File: config.mk
export PLATFORM = sky130hd
export DESIGN_NAME = imu_poll_sched
export DESIGN_NICKNAME = d
export VERILOG_FILES = /design/src/rtl/imu_pkg.sv /design/src/rtl/spi_xact_seq.sv /design/src/rtl/imu_poll_sched.sv
export SDC_FILE = /design/constraint.sdc
export NUM_CORES = 1
export LEC_CHECK = 0
export ABC_AREA = 1
export CAP_MARGIN = 0
export CORE_ASPECT_RATIO = 1.4
export CORE_MARGIN = 8
export CORE_UTILIZATION = 51
export DETAILED_ROUTE_END_ITERATION = 10
export GPL_TIMING_DRIVEN = 0
export PLACE_DENSITY = 0.78
export SLEW_MARGIN = 5
export SYNTH_ARGS = -nofsm -noshare
export SYNTH_HDL_FRONTEND = slang
export SYNTH_SLANG_ARGS = --single-unit
File: constraint.sdc
create_clock -name CLK -period 6.4 [get_ports CLK]
set_input_delay 1.92 -clock CLK [delete_from_list [all_inputs] [get_ports CLK]]
set_output_delay 1.92 -clock CLK [all_outputs]
set_load 0.01 [all_outputs]
File: src/rtl/imu_pkg.sv
// Shared types and constants for the gyro SPI poll sequencer.
package imu_pkg;

  typedef enum logic [2:0] {
    ST_STARTUP,
    ST_INIT0,
    ST_GAP,
    ST_INIT1,
    ST_IDLE,
    ST_READ,
    ST_PUBLISH
  } state_t;

  typedef enum logic [1:0] {
    SQ_IDLE,
    SQ_PRE,
    SQ_WAIT
  } sq_state_t;

  localparam logic [7:0] SPI_RD_BIT = 8'h80;
  localparam logic [2:0] WR_BYTES   = 3'd2;
  localparam logic [2:0] RD_BYTES   = 3'd7;

  // MSB positions of each axis inside the 48-bit big-endian RX word
  localparam int RX_X_MSB = 47;
  localparam int RX_Y_MSB = 31;
  localparam int RX_Z_MSB = 15;

  localparam logic [7:0] MPU_PWR_REG  = 8'h6B;
  localparam logic [7:0] MPU_PWR_VAL  = 8'h00;
  localparam logic [7:0] MPU_CFG_REG  = 8'h1B;
  localparam logic [7:0] MPU_CFG_VAL  = 8'h18;
  localparam logic [7:0] MPU_GYRO_REG = 8'h43;

  function automatic logic [7:0] tx_byte(input logic [2:0] idx,
                                         input logic [7:0] b0,
                                         input logic [7:0] b1);
    case (idx)
      3'd0:    tx_byte = b0;
      3'd1:    tx_byte = b1;
      default: tx_byte = 8'h00;
    endcase
  endfunction

endpackage

File: src/rtl/spi_xact_seq.sv
// One CS-framed SPI transaction: CS low, then START/DONE per byte, RX shifted in.
module spi_xact_seq
  import imu_pkg::*;
(
  input  logic        clk,
  input  logic        rst,
  input  logic        go,
  input  logic [2:0]  nbytes,
  input  logic [7:0]  byte0,
  input  logic [7:0]  byte1,
  input  logic        spi_done,
  input  logic [7:0]  spi_rx,
  output logic        cs_n,
  output logic        spi_start,
  output logic [7:0]  spi_tx,
  output logic        last,
  output logic [47:0] rx_word
);

  sq_state_t   ph;
  logic [2:0]  idx;
  logic [39:0] rx_sh;
  logic        accept;

  // A DONE only counts while a byte is outstanding and START is not high this cycle
  assign accept  = (ph == SQ_WAIT) && !spi_start && spi_done;
  assign last    = accept && (idx == (nbytes - 3'd1));
  assign rx_word = {rx_sh, spi_rx};

  // Byte handshake sequencer with registered CS/START/TX
  always_ff @(posedge clk or posedge rst) begin
    if (rst) begin
      ph        <= SQ_IDLE;
      idx       <= 3'd0;
      rx_sh     <= 40'd0;
      cs_n      <= 1'b1;
      spi_start <= 1'b0;
      spi_tx    <= 8'h00;
    end else begin
      case (ph)
        SQ_IDLE: begin
          spi_start <= 1'b0;
          if (go) begin
            cs_n <= 1'b0;
            idx  <= 3'd0;
            ph   <= SQ_PRE;
          end
        end
        SQ_PRE: begin
          spi_start <= 1'b1;
          spi_tx    <= tx_byte(3'd0, byte0, byte1);
          ph        <= SQ_WAIT;
        end
        SQ_WAIT: begin
          if (accept) begin
            rx_sh <= {rx_sh[31:0], spi_rx};
            if (last) begin
              cs_n      <= 1'b1;
              spi_start <= 1'b0;
              ph        <= SQ_IDLE;
            end else begin
              spi_start <= 1'b1;
              spi_tx    <= tx_byte(idx + 3'd1, byte0, byte1);
              idx       <= idx + 3'd1;
            end
          end else begin
            spi_start <= 1'b0;
          end
        end
        default: begin
          ph        <= SQ_IDLE;
          cs_n      <= 1'b1;
          spi_start <= 1'b0;
        end
      endcase
    end
  end

endmodule

File: src/rtl/imu_poll_sched.sv
// Gyro SPI poll scheduler: power-up hold, two config writes, then periodic 6-byte rate reads.
module imu_poll_sched
  import imu_pkg::*;
#(
  parameter int         STARTUP_CYC = 1600000,
  parameter int         TICK_CYC    = 16000,
  parameter int         CS_GAP      = 16,
  parameter logic [7:0] PWR_REG     = MPU_PWR_REG,
  parameter logic [7:0] PWR_VAL     = MPU_PWR_VAL,
  parameter logic [7:0] CFG_REG     = MPU_CFG_REG,
  parameter logic [7:0] CFG_VAL     = MPU_CFG_VAL,
  parameter logic [7:0] GYRO_REG    = MPU_GYRO_REG
) (
  input  logic        CLK,
  input  logic        RST,
  output logic        SPI_START,
  output logic [7:0]  SPI_TX,
  input  logic [7:0]  SPI_RX,
  input  logic        SPI_DONE,
  output logic        IMU_CS_N,
  output logic [15:0] GYRO_X,
  output logic [15:0] GYRO_Y,
  output logic [15:0] GYRO_Z,
  output logic        GYRO_VALID,
  output logic        INIT_DONE,
  output logic [7:0]  OVERRUN_CNT
);

  localparam int SU_W   = $clog2(STARTUP_CYC + 1);
  localparam int GAP_W  = $clog2(CS_GAP + 1);
  localparam int TICK_W = $clog2(TICK_CYC);
  localparam logic [SU_W-1:0]   SU_LAST   = SU_W'(STARTUP_CYC - 1);
  localparam logic [GAP_W-1:0]  GAP_LAST  = GAP_W'(CS_GAP - 1);
  localparam logic [TICK_W-1:0] TICK_LAST = TICK_W'(TICK_CYC - 1);

  state_t              state, state_nxt;
  logic [SU_W-1:0]     su_cnt;
  logic [GAP_W-1:0]    gap_cnt;
  logic [TICK_W-1:0]   tick_cnt;
  logic                cfg_sent, pend, tick, pend_clr;
  logic                go, last;
  logic [2:0]          nbytes;
  logic [7:0]          byte0, byte1;
  logic [47:0]         rx_word;

  assign tick     = INIT_DONE && (tick_cnt == TICK_LAST);
  assign pend_clr = (state == ST_IDLE) && pend;

  spi_xact_seq u_seq (
    .clk       (CLK),
    .rst       (RST),
    .go        (go),
    .nbytes    (nbytes),
    .byte0     (byte0),
    .byte1     (byte1),
    .spi_done  (SPI_DONE),
    .spi_rx    (SPI_RX),
    .cs_n      (IMU_CS_N),
    .spi_start (SPI_START),
    .spi_tx    (SPI_TX),
    .last      (last),
    .rx_word   (rx_word)
  );

  // State register
  always_ff @(posedge CLK or posedge RST) begin
    if (RST) state <= ST_STARTUP;
    else     state <= state_nxt;
  end

  // Next state, transaction launch and per-state byte selection
  always_comb begin
    state_nxt = state;
    go        = 1'b0;
    nbytes    = WR_BYTES;
    byte0     = 8'h00;
    byte1     = 8'h00;
    case (state)
      ST_STARTUP: begin
        if (su_cnt == SU_LAST) begin
          state_nxt = ST_INIT0;
          go        = 1'b1;
        end else begin
          state_nxt = ST_STARTUP;
        end
      end
      ST_INIT0: begin
        byte0 = PWR_REG & 8'h7F;
        byte1 = PWR_VAL;
        if (last) state_nxt = ST_GAP;
        else      state_nxt = ST_INIT0;
      end
      ST_GAP: begin
        if (gap_cnt != GAP_LAST) begin
          state_nxt = ST_GAP;
        end else if (cfg_sent) begin
          state_nxt = ST_IDLE;
        end else begin
          state_nxt = ST_INIT1;
          go        = 1'b1;
        end
      end
      ST_INIT1: begin
        byte0 = CFG_REG & 8'h7F;
        byte1 = CFG_VAL;
        if (last) state_nxt = ST_GAP;
        else      state_nxt = ST_INIT1;
      end
      ST_IDLE: begin
        if (pend) begin
          state_nxt = ST_READ;
          go        = 1'b1;
        end else begin
          state_nxt = ST_IDLE;
        end
      end
      ST_READ: begin
        nbytes = RD_BYTES;
        byte0  = SPI_RD_BIT | (GYRO_REG & 8'h7F);
        if (last) state_nxt = ST_PUBLISH;
        else      state_nxt = ST_READ;
      end
      ST_PUBLISH: state_nxt = ST_GAP;
      default:    state_nxt = ST_STARTUP;
    endcase
  end

  // Startup hold, CS gap and init-progress bookkeeping
  always_ff @(posedge CLK or posedge RST) begin
    if (RST) begin
      su_cnt    <= '0;
      gap_cnt   <= '0;
      cfg_sent  <= 1'b0;
      INIT_DONE <= 1'b0;
    end else begin
      if (state == ST_STARTUP) su_cnt <= su_cnt + 1'b1;
      if (state == ST_GAP) gap_cnt <= gap_cnt + 1'b1;
      else                 gap_cnt <= '0;
      if (state == ST_INIT1 && last) cfg_sent <= 1'b1;
      if (state == ST_GAP && state_nxt == ST_IDLE) INIT_DONE <= 1'b1;
    end
  end

  // Free-running sample timer, pending-tick flag and overrun counter
  always_ff @(posedge CLK or posedge RST) begin
    if (RST) begin
      tick_cnt    <= '0;
      pend        <= 1'b0;
      OVERRUN_CNT <= 8'd0;
    end else begin
      if (!INIT_DONE || tick_cnt == TICK_LAST) tick_cnt <= '0;
      else                                     tick_cnt <= tick_cnt + 1'b1;
      if (pend_clr)  pend <= tick;
      else if (tick) pend <= 1'b1;
      if (tick && pend && !pend_clr && OVERRUN_CNT != 8'hFF)
        OVERRUN_CNT <= OVERRUN_CNT + 8'd1;
    end
  end

  // Atomic rate publish on the cycle after the last read DONE
  always_ff @(posedge CLK or posedge RST) begin
    if (RST) begin
      GYRO_X     <= 16'h0000;
      GYRO_Y     <= 16'h0000;
      GYRO_Z     <= 16'h0000;
      GYRO_VALID <= 1'b0;
    end else begin
      GYRO_VALID <= (state == ST_READ) && last;
      if (state == ST_READ && last) begin
        GYRO_X <= rx_word[RX_X_MSB -: 16];
        GYRO_Y <= rx_word[RX_Y_MSB -: 16];
        GYRO_Z <= rx_word[RX_Z_MSB -: 16];
      end
    end
  end

endmodule
==> impl_results.md, run 1 <==
* Multi-input gate area at around 0.0025 mm2
* Fillers at 1078
* Max cap viols at 0
* Pwr per Cell Area at 235 mW/mm2
* Synthesized area at 0.00692 mm2
* Sequential Area at 0.00391 mm2
* Clock tree from TritonCTS: built
* Top post-synthesis cells by count: nand2_1, dfrtp_1, inv_1, o21ai_0, nor2_1
* Cts repair resizes at 0
* Total negative slack at 0 ps
* Primary FF master, synth: dfrtp_1
* Unrepaired setup endpoints after global routing: no
* DP Area at 0.00795 mm2
* Area growth from synthesis to layout at 23.4%
* Area contributors post-synth: dfrtp_1, nand2_1, inv_1
* Synth cell types at 38
* Root Buffer: clkbuf_16
* HPWL Detailed at 10400 um
* Grt ovf at 0
* Initial antenna violation count at 0
* Final GP Congestion at slightly above 0.8
* Final min period at 3440 ps
* Worst path max stage delay at 560 ps
* Worst Path Arrival at ~1500 ps
* Status: complete, no violations
* Top Ports at just under 80
* Layout Cells excl Fill at 1068
* Starting density of the core at 51.9%
* Final setup violation count at 0
* Drc violations at 0
* Routed WL at 14600 um
* Setup CP Type: flop to output pin
* Slowest-stage cell, CP: clkdlybuf4s50_1
* Cts bufs inserted at 17
* Post-synth EDFFs at 0
* IO buf count at just under 80
* Largest net degree at the start of global routing at 101
* Longest Clk Path Bufs at 2
* CP bufs+invs at 1
* Count leader, synth: nand2_1
* Row cnt at 50
* Clock transition at path regs at ~60 ps
* Post-synthesis async set-or-reset flop share at 100%
* GRT Util Overall at 17.3%
* Fin. Hold Viols at 0
* Worst skew pair latency at 420 ps
* Max Slew Vio Count at 0
* Crit path capture type: output pin
* Register area share after synthesis at 56.4%
* Critical Path RT at 4480 ps
* Vias/cell at 4.89
* Syn Area/Cell at between 8 and 9 um2
* F_max at 291 MHz
* Layout cells sized above 1 at 9.03%
* Final non-filler cell area at 0.00854 mm2
* Wirelength per Cell at 13.7 um
* Iteration-0 DRC Markers at ~330
* Largest delay share family, worst path: buffers and inverters
* Die ar. at approximately 0.018 mm2
* First-pass GRT wire length at 24500 um
* CP max FO at 2
* First-pass DRT Iterations at 4
* CP Cell Sequence: clkdlybuf4s50_1
* Post-DRT Antenna Nets at 0
* DR vias at 5224
* WHS at approximately 470 ps
* Yosys warning total at 0
* CTS sink count at 156
* ANT cells at 0
* Yosys top cell by area: dfrtp_1
* Cts hold-fix bufs at 0
* Post-route clock period utilization at 53.7%
* Clock Skews at 9.68 ps
* Worst hold path type: flop to flop
* Die width at 114 um
* Nets at 896
* Chip height at 154 um
* Worst reg-to-reg path cell count at 7
* Crit path depth at 1
* Synth top area share at a little under three fifths
* Total power draw at 0.00200 W
* Placed insts at slightly above 1000
* Core Footprint at 0.0133 mm2
* Vias in the first global route at around 5200
* Setup crit start kind: flop
* Post-CTS Setup Inserts at 0
* Synth Instances at 776
* Maximum VDD drop at 0.000186 V
* Hold Path Cell Cnt at 1
* H-tree lvl count at 4
* Seq cells post-synth at 156
* Syn Nets at 799
* Leakage at 4.08 nW
sequential cells by signal, indices dropped and copies added (netlist names):
signal / cells
GYRO_VALID: 1
GYRO_X: 16
GYRO_Y: 16
GYRO_Z: 16
INIT_DONE: 1
OVERRUN_CNT: 8
cfg_sent: 1
gap_cnt: 5
pend: 1
state: 3
su_cnt: 21
tick_cnt: 14
u_seq.cs_n: 1
u_seq.idx: 3
u_seq.ph: 2
u_seq.rx_sh: 40
u_seq.spi_start: 1
u_seq.spi_tx: 6
logic make-up after synthesis:
kind of cell | after synthesis | share of synthesized area, %
DFF | 156 | 56.4
buffers and inverters | 133 | 7.86
xor gates and xnor gates | 24 | 3.04
and+or+nand+nor | 338 | 22.0
other | 1 | 0.0542
AOI/OAI and AO/OA | 112 | 8.48
adders and majority gates | 12 | 2.17
worst paths after layout:
path                                         start                          end  slack, ps
min                           gap_cnt[0]$_DFF_PP0_         gap_cnt[0]$_DFF_PP0_        470
max                         u_seq.cs_n$_DFFE_PP1P_                     IMU_CS_N       2960
max in group asynchronous                      RST  u_seq.rx_sh[37]$_DFFE_PP0P_       3680
min reg2reg                   gap_cnt[0]$_DFF_PP0_         gap_cnt[0]$_DFF_PP0_        470
min in group asynchronous                      RST       su_cnt[13]$_DFFE_PP0P_       1910
max reg2reg                u_seq.ph[0]$_DFFE_PP0P_  u_seq.rx_sh[37]$_DFFE_PP0P_       4460
metal layers:
layer,share of wire (%),GRT usage (%),up-vias
met3,5.4,5.72,9
li1,-,-,2618
met4,0.89,4.46,0
met1,41,19.6,2501
met5,0,0,-
met2,52,30.3,96
power breakdown:
part	total (W)	internal (W)	switching, W	leakage [nW]
Combinational	0.0000293	0.00000813	0.0000212	1.64
Clock	0.000987	0.000552	0.000435	0.284
Sequential	0.000986	0.000986	0	2.15
Total	0.00200	0.00155	0.000456	4.08
stage by stage:
stage | util (%) | setup slack, ps
after floorplan | - | 275
after global placement | 59.4 | -1810
after detailed placement | 59.7 | 2770
after CTS | 64.1 | 2930
after global routing | 64.1 | 2910
final | 64.1 | 2960
cell usage in the layout (no fill, tap or decap), types with 12 or more instances in the layout:
master / netlist / routed
inv_1: 107 / 106
clkbuf_16: 0 / 17
clkdlybuf4s50_1: 0 / 77
xor2_1: 16 / 16
nand2_1: 209 / 209
ha_1: 12 / 12
dfrtp_1: 155 / 155
nand3_1: 32 / 32
o21ai_0: 53 / 53
nor2_1: 51 / 51
o21ai_1: 42 / 42
final cells by class:
class / count / area share, %
Buffer: 21 / 1.42
Clock buffer: 18 / 5.03
Clock inverter: 14 / 1.80
Inverter: 112 / 5.04
Multi-Input combinational cell: 487 / 28.9
Sequential cell: 156 / 45.7
Tap cell: 182 / 2.67
Timing Repair Buffer: 78 / 9.35
Note: power is estimated with default switching activity, not from simulation.
==> run 2: changes to the inputs <==
- clock period: 6.4 -> 2.85 ns (I/O delays scaled with it)
==> run 2 against run 1 <==
Effect of this change: sequential power up 120%; sequential share of layout area down 0.13 points; register-to-register slack worse by 3600 ps; critical path type unchanged; critical endpoint unchanged.
==> impl_results.md, run 2 (synthesis gave the netlist of run 1 again) <==
* Slew @ Worst Pin at 530 ps
* Cts repair resizes at 0
* Routed WL at 14600 um
* Root Buffer: clkbuf_16
* Unrepaired setup endpoints after global routing: no
* Iteration-0 DRC Markers at between 200 and 300
* Area growth from synthesis to layout at 23.7%
* Layout cells sized above 1 at under 10%
* Starting density of the core at between 50% and 60%
* Largest net degree at the start of global routing at 37
* Worst skew pair latency at 420 ps
* Commonest non-fill, non-tap cell in the layout: nand2_1
* F_max at 422 MHz
* Row cnt at 50
* CP Cell Sequence: clkdlybuf4s50_1
* Layout Cells excl Fill at around 1100
* First-pass DRT Iterations at 4
* IO buf count at slightly below 80
* Status: complete, no violations
* Die width at 114 um
* Fin. Hold Viols at 0
* Initial antenna violation count at 0
* Nets at 899
* Max cap viols at 0
* Largest delay share family, worst path: flip-flops
* Grt ovf at 0
* H-tree lvl count at 4
* Regs by FF count: u_seq.rx_sh: 40 flops, su_cnt: 21 flops
* Longest Clk Path Bufs at 2
* Worst hold path type: flop to flop
* DR vias at roughly 5300
* GRT Util Overall at 17.5%
* Top Ports at approximately 80
* Post-DRT Antenna Nets at 0
* Clock transition at path regs at 60 ps
* Final setup violation count at 0
* ANT cells at 0
* Max Slew Vio Count at 0
* Setup crit start kind: flop
* Leakage at 4.09 nW
* Worst path max stage delay at 560 ps
* Cts hold-fix bufs at 0
* CTS sink count at 156
* Final min period at 2370 ps
* Pwr per Cell Area at 517 mW/mm2
* Critical Path RT at approximately 2000 ps
* CP max FO at 2
* First-pass GRT wire length at 24800 um
* Die ar. at around 0.018 mm2
* Post-route clock period utilization at 83.1%
* Setup CP Type: flop to output pin
* Drc violations at 0
* Vias in the first global route at ~5400
* CP bufs+invs at 1
* Chip height at 154 um
* Max reg flops at 40
* Most frequent cells in the layout: nand2_1, dfrtp_1, inv_1, clkdlybuf4s50_1, o21ai_0
* Final GP Congestion at 0.834
* HPWL Detailed at about 11000 um
* Post-CTS Setup Inserts at 0
* Total power draw at around 0.0044 W
* Clock Skews at between 10 and 15 ps
* Core Footprint at roughly 0.013 mm2
* Slowest-stage cell, CP: dfstp_2
* Clock tree from TritonCTS: built
* Wirelength per Cell at 13.7 um
* Cts bufs inserted at 17
* Relative slew slack at around 65%
* Vias/cell at a little under 5
* Worst Path Arrival at 1510 ps
* Crit path capture type: output pin
* Top reg by flops: u_seq.rx_sh
* Maximum VDD drop at 0.000417 V
* Placed insts at 1039
==> run 2: cell count changes in the layout (fill, tap and decap cells not counted) <==
cell / delta
buf_12: +4
clkbuf_8: +2
clkinv_4: -2
clkinvlp_4: +2
buf_16: -1
bufinv_16: -1
clkbuf_1: -1
clkinv_2: +1
clkinv_8: -1
inv_6: -1
==> run 2: layout make-up <==
cell class | instances | area [um2]
fillers | 1067 | 4760
flip-flops and latches | 156 | 3910
multi-input cells | 487 | 2470
repair buffers | 81 | 851
clock buffers | 19 | 453
inverters | 112 | 427
well taps | 182 | 228
plain buffers | 21 | 121
clock inverters | 12 | 105
==> run 2: worst paths after layout <==
check / from / slack (ps) / end / cells past startpoint
worst max-delay path: u_seq.cs_n$_DFFE_PP1P_ / 480 / IMU_CS_N / 1
worst min-delay path: su_cnt[18]$_DFFE_PP0P_ / 460 / su_cnt[18]$_DFFE_PP0P_ / 1
worst max register to register: u_seq.ph[0]$_DFFE_PP0P_ / 900 / u_seq.rx_sh[15]$_DFFE_PP0P_ / 7
worst min register to register: su_cnt[18]$_DFFE_PP0P_ / 460 / su_cnt[18]$_DFFE_PP0P_ / 1
max in group asynchronous: RST / 1230 / GYRO_Y[0]$_DFFE_PP0P_ / 4
min in group asynchronous: RST / 820 / tick_cnt[2]$_DFF_PP0_ / 2
==> run 2: per-stage QoR <==
| stage | worst slack [ps] | util, % | area (um2) | setup TNS, ps | hold WS (ps) |
|---|---|---|---|---|---|
| floorplan | 22.9 | - | 6920 | 0 | 433 |
| global placement | -1290 | 59.5 | 7920 | -198260 | 446 |
| detailed placement | 334 | 60.1 | 8000 | 0 | 457 |
| CTS | 458 | 64.2 | 8560 | 0 | 468 |
| global route | 448 | 64.2 | 8560 | 0 | 485 |
| finish | 481 | 64.2 | 8560 | 0 | 463 |
==> run 2: worst register-to-register path: cells and delay by family (launching register included) <==
family	cells	cell delay, ps
AND/OR/NAND/NOR	2	240
AO/OA/AOI/OAI	1	110
buffers and inverters	3	880
adder cells (fa/ha/maj)	1	270
flip-flops	1	370
==> run 2: power by group <==
part	switching (W)	internal, W	leakage, nW
combinational	0.0000489	0.0000251	1.66
clock	0.000956	0.00118	0.274
sequential	0	0.00221	2.15
total	0.00101	0.00342	4.09
==> run 2: layer usage <==
metal | routed length (um) | GRT usage (%) | vias to the layer above
li1 | - | - | 2630
met1 | 5930 | 19.4 | 2534
met2 | 7660 | 30.3 | 108
met3 | 816 | 5.25 | 19
met4 | 216 | 6.87 | 0
met5 | 0 | 0 | -
